**src/rtl/alu_reg_unit.sv**
```systemverilog
// alu_reg_unit: 4 x 8-bit register file feeding an 8-bit ALU.
// Read port is the ALU B operand; immediate_input is operand A.
module alu_reg_unit #(
  parameter int WIDTH = 8,
  parameter int NREGS = 4,
  localparam int SELW = $clog2(NREGS)
) (
  input  logic             clk,
  input  logic             rst,
  input  logic [SELW-1:0]  register_select,
  input  logic             mem_enable,
  input  logic             read_write,
  input  logic [WIDTH-1:0] data_bus_in,
  output logic [WIDTH-1:0] data_bus_out,
  input  logic             alu_enable,
  input  logic [2:0]       mode,
  input  logic [WIDTH-1:0] immediate_input,
  output logic [WIDTH-1:0] sum,
  output logic             zero_flag,
  output logic             carry_flag
);

  localparam logic [2:0] OP_ADD   = 3'b000;
  localparam logic [2:0] OP_SUB   = 3'b001;
  localparam logic [2:0] OP_PASSB = 3'b010;
  localparam logic [2:0] OP_PASSA = 3'b011;
  localparam logic [2:0] OP_AND   = 3'b100;
  localparam logic [2:0] OP_OR    = 3'b101;
  localparam logic [2:0] OP_XOR   = 3'b110;
  localparam logic [2:0] OP_CMP   = 3'b111;

  logic [WIDTH-1:0] regs [NREGS];
  logic [WIDTH-1:0] op_a;
  logic [WIDTH-1:0] op_b;
  logic [WIDTH-1:0] res;
  logic             res_c;
  logic             wr_en;
  logic             rd_en;

  assign op_a  = immediate_input;
  assign op_b  = data_bus_out;
  assign wr_en = mem_enable & ~read_write;
  assign rd_en = mem_enable & read_write;

  // Register array: write when enabled for write, cleared by reset.
  always_ff @(posedge clk or posedge rst) begin
    if (rst) begin
      for (int i = 0; i < NREGS; i++)
        regs[i] <= '0;
    end else if (wr_en) begin
      regs[register_select] <= data_bus_in;
    end
  end

  // Registered read port; holds unless a read is requested.
  always_ff @(posedge clk or posedge rst) begin
    if (rst)
      data_bus_out <= '0;
    else if (rd_en)
      data_bus_out <= regs[register_select];
  end

  // ALU datapath; carry is bit WIDTH of the extended add/sub.
  always_comb begin
    res   = '0;
    res_c = 1'b0;
    unique case (mode)
      OP_ADD:
        {res_c, res} = {1'b0, op_b} + {1'b0, op_a};
      OP_SUB, OP_CMP:
        {res_c, res} = {1'b0, op_b} - {1'b0, op_a};
      OP_PASSB: res = op_b;
      OP_PASSA: res = op_a;
      OP_AND:   res = op_b & op_a;
      OP_OR:    res = op_b | op_a;
      OP_XOR:   res = op_b ^ op_a;
      default: begin
        res   = '0;
        res_c = 1'b0;
      end
    endcase
  end

  // Result and flags update only on an enabled ALU cycle.
  always_ff @(posedge clk or posedge rst) begin
    if (rst) begin
      sum        <= '0;
      zero_flag  <= 1'b0;
      carry_flag <= 1'b0;
    end else if (alu_enable) begin
      sum        <= res;
      zero_flag  <= (res == '0);
      carry_flag <= res_c;
    end
  end

endmodule

```
**config.mk**
```make
export PLATFORM = sky130hd
export DESIGN_NAME = alu_reg_unit
export DESIGN_NICKNAME = d
export VERILOG_FILES = /design/src/rtl/alu_reg_unit.sv
export SDC_FILE = /design/constraint.sdc
export NUM_CORES = 1
export LEC_CHECK = 0
export BUFFER_PORTS_ARGS = -buffer_cell sky130_fd_sc_hd__buf_4
export CORE_MARGIN = 2
export CORE_UTILIZATION = 63
export CTS_CLUSTER_DIAMETER = 100
export DETAILED_ROUTE_END_ITERATION = 12
export GPL_TIMING_DRIVEN = 0
export PLACE_DENSITY_LB_ADDON = 0.3
export SYNTH_ARGS = -nofsm -noshare
export SYNTH_HDL_FRONTEND = slang
export SYNTH_SLANG_ARGS = --single-unit
```
**constraint.sdc**
```tcl
create_clock -name clk -period 4 [get_ports clk]
set_clock_uncertainty 0.05 [all_clocks]
set_input_delay 0.6 -clock clk [delete_from_list [all_inputs] [get_ports clk]]
set_output_delay 0.6 -clock clk [all_outputs]
set_load 0.02 [all_outputs]
```
==> flow_summary.toml <==
[final_layout]
fin_area_um2 = 4128
fillCellCount = 381
synthToLayoutAreaGrowth_pct = 15.55
fin_nets = 420
post-route-util_pct = 74.96
diodes = 0
drive_above_1_share_pct = 37.13

[critical_path]
cp-start-kind = "flop"
critPathTopFamily = "compound AO/OA/AOI/OAI gates"
worstPathRequired_ns = 4.19
crit_buf_inv = 2
cp-end-kind = "flop"
max_stage_delay_ns = 0.45
setup.worst_path.class = "reg2reg"
cpMaxStageDelayCell = "dfrtp_1"
arrival_ns = 3.02
crit_fanout = 5
path_cells = "inv_1, ha_1, inv_1, fa_1, nor3b_1, nor3_1, o31ai_1, a21oi_1, nor2_1, o32a_1, a21oi_1"

[timing]
fin_tns_setup_ns = 0
relSlewSlack_pct = 26.52
grt_setup_unrepaired = "false"
setup_violations = 0
hold_viol_final = 0
tightest_slew_ns = 1.099
slew_viol_final = 0
timing.hold.ws_ns = 0.1537
max_freq_mhz = 354.1
min_period_ns = 2.824
fin_crit_sh_pct = 70.60

[detailed_routing]
wl_met3_um = 342
drt-pass1-iter-count = 4
wl_met2_um = 4217
drt-total-wl_um = 8108
vias = 2693
met1Wirelength_um = 3346
wl_per_cell_um = 18.39
drc = 0
drtIter0Drc = 146
via_per_inst = 6.107
dr.max_layer_used = "met4"
ant_nets = 0

[synthesis]
yosysWarnings = 0
syn-num-nets = 371
synth_edf_count = 0
ys_types = 63
ys_ff_latch = 50
ys.flop_type = "dfrtp_1"
ys_async_sr_fraction_pct = 100.0
avgSynthCellArea_um2 = 11.20
ys_seq_area_share_pct = 35.03
syn_inst = 319
synth_area_um2 = 3572

[die]
coreArea_um2 = 5507
die_x_um = 79.30
dieArea_um2 = 6288
initial_core_util_pct = 64.87
die_h_um = 79.30
rows = 27
ios = 44

[clock_network]
cts_tree = "built"
cts_buffers = 5
cts_resized = 0
cts_buffer_depth = 2
clock_sinks = 50
insertion_delay_ns = 0.31
htreeDepth = 2
root_buffer = "clkbuf_8"
cts_hold_buf = 0
post_cts_buffers = 0
clkTransAtPathRegs_ns = 0.09

[power_and_ir_drop]
p_int_mw = 1.366
clkPwrFrac_pct = 19.6
seqPwrFrac_pct = 34.2
swShare_pct = 37.31
p_per_area_nw_per_um2 = 527.9
vdd_drop_max_mv = 0.3911
p_total_mw = 2.179
comb_power_share_pct = 46.1
p_leak_nw = 1.884
p_sw_mw = 0.8129

[hold_path]
worstHoldPathType = "in2async"

[place]
placed_area_um2 = 3990
gp_congestion = 0.9343
io_buffer_count = 41
dpl.hpwl_um = 6052

[grt]
grt_usage_pct = 27.92
grt_pass1_wl_um = 13410
grt_max_degree = 42
antenna_found_initial = 0
grt-ovfl-total = 0
grt_pass1_vias = 2775

[flow_run]
drv_cap = 0

[outcome]
status = "finished, final reports clean"
## path summary, 6_finish.rpt
check | startpoint | to | slack [ns] | depth (start not counted)
min in group clk | regs[1]$_DFFE_PP0P_ | regs[1]$_DFFE_PP0P_ | 0.46 | 1
setup reg to reg | data_bus_out[0]$_DFFE_PP0P_ | carry_flag$_DFFE_PP0P_ | 1.18 | 11
hold / removal | rst | sum[0]$_DFFE_PP0P_ | 0.15 | 2
hold reg to reg | regs[1]$_DFFE_PP0P_ | regs[1]$_DFFE_PP0P_ | 0.46 | 1
max in group asynchronous | rst | regs[27]$_DFFE_PP0P_ | 3.26 | 3
setup / recovery | data_bus_out[0]$_DFFE_PP0P_ | carry_flag$_DFFE_PP0P_ | 1.18 | 11
## cell usage after synthesis, drive strengths merged (2+ instances only)
library cell | count | share of area, %
nand3b | 2 | 0.42
mux4 | 9 | 5.7
a221oi | 7 | 2.7
dfrtp | 50 | 35
fa | 2 | 1.1
nand3 | 3 | 0.42
a21oi | 22 | 3.2
xor2 | 2 | 0.49
nand2b | 4 | 0.98
o22ai | 2 | 0.35
or3 | 3 | 0.53
o21ai | 11 | 1.6
o31ai | 3 | 0.63
o211ai | 2 | 0.42
buf | 13 | 3.5
mux2i | 5 | 1.4
mux2 | 46 | 15
inv | 26 | 2.7
clkbuf | 6 | 0.63
nor2b | 6 | 1.3
and3 | 3 | 0.67
o21ba | 2 | 0.56
ha | 24 | 8.4
nand4 | 2 | 0.35
nor3 | 5 | 0.84
a211oi | 2 | 0.56
nor3b | 3 | 0.63
xnor2 | 3 | 0.74
nor4bb | 3 | 0.84
nor2 | 13 | 1.4
a21o | 5 | 1.1
nand2 | 12 | 1.3
## state kept, by name, indices dropped and copies added (netlist names)
name,flops
sum,8
zero_flag,1
regs,32
carry_flag,1
data_bus_out,8
## cells in the final DEF (no fill, tap or decap), drive strengths merged, types with 2 or more instances in the layout
master	netlist	routed
nand3b	2	2
ha	24	24
dfrtp	50	50
or3	3	3
o21ba	2	2
bufinv	0	2
o211ai	2	2
nand2	12	12
mux2i	5	5
o21ai	11	11
and3	3	3
xor2	2	2
nand2b	4	4
o22ai	2	2
nand4	2	2
buf	13	55
xnor2	3	3
mux2	46	46
mux4	9	9
nor4bb	3	3
inv	26	26
nand3	3	3
o31ai	3	3
a21oi	22	22
nor2	13	13
nor3b	3	3
fa	2	2
a221oi	7	7
a211oi	2	2
nor2b	6	6
a21o	5	5
nor3	5	5
clkbuf	6	11
## per-stage QoR
step | worst slack [ns] | instances
3_3_place_gp | 1.073 | 432
3_5_place_dp | 1.044 | 433
4_1_cts | 1.164 | 441
6_report | 1.176 | 441
2_1_floorplan | 1.446 | 319
5_1_grt | 0.9300 | 441
## power groups by stage
stage	logic, mW	clock network [mW]	registers [mW]
after CTS	1.00	0.432	0.745
after detailed placement	0.992	0	0.755
final	1.01	0.428	0.746
after floorplan	0.648	0	0.799
after global placement	0.955	0	0.742
after global routing	1.09	0.450	0.766
## final cells by class
| class | instances | area (µm²) | area share, % |
|---|---|---|---|
| multi-input cells | 224 | 2077 | 50.32 |
| flip-flops and latches | 50 | 1251 | 30.31 |
| repair buffers | 42 | 327.8 | 7.942 |
| plain buffers | 19 | 146.4 | 3.547 |
| inverters | 26 | 97.59 | 2.364 |
| well taps | 72 | 90.09 | 2.182 |
| clock buffers | 5 | 68.82 | 1.667 |
| clock inverters | 3 | 68.82 | 1.667 |
## metal layers
metal | global-route usage [%] | vias up
met5 | 0 | -
met4 | 10.52 | 0
met3 | 4.432 | 21
met2 | 51.36 | 90
met1 | 32.62 | 1328
li1 | - | 1254
## cells by family after synthesis
group | share of synthesized area [%]
mux | 21.58
fa+ha+maj | 9.527
simple gates | 10.82
buf+inv | 6.830
flops | 35.03
xor+xnor | 1.226
compound gates | 14.99
Power figures use the tool's default switching activity.
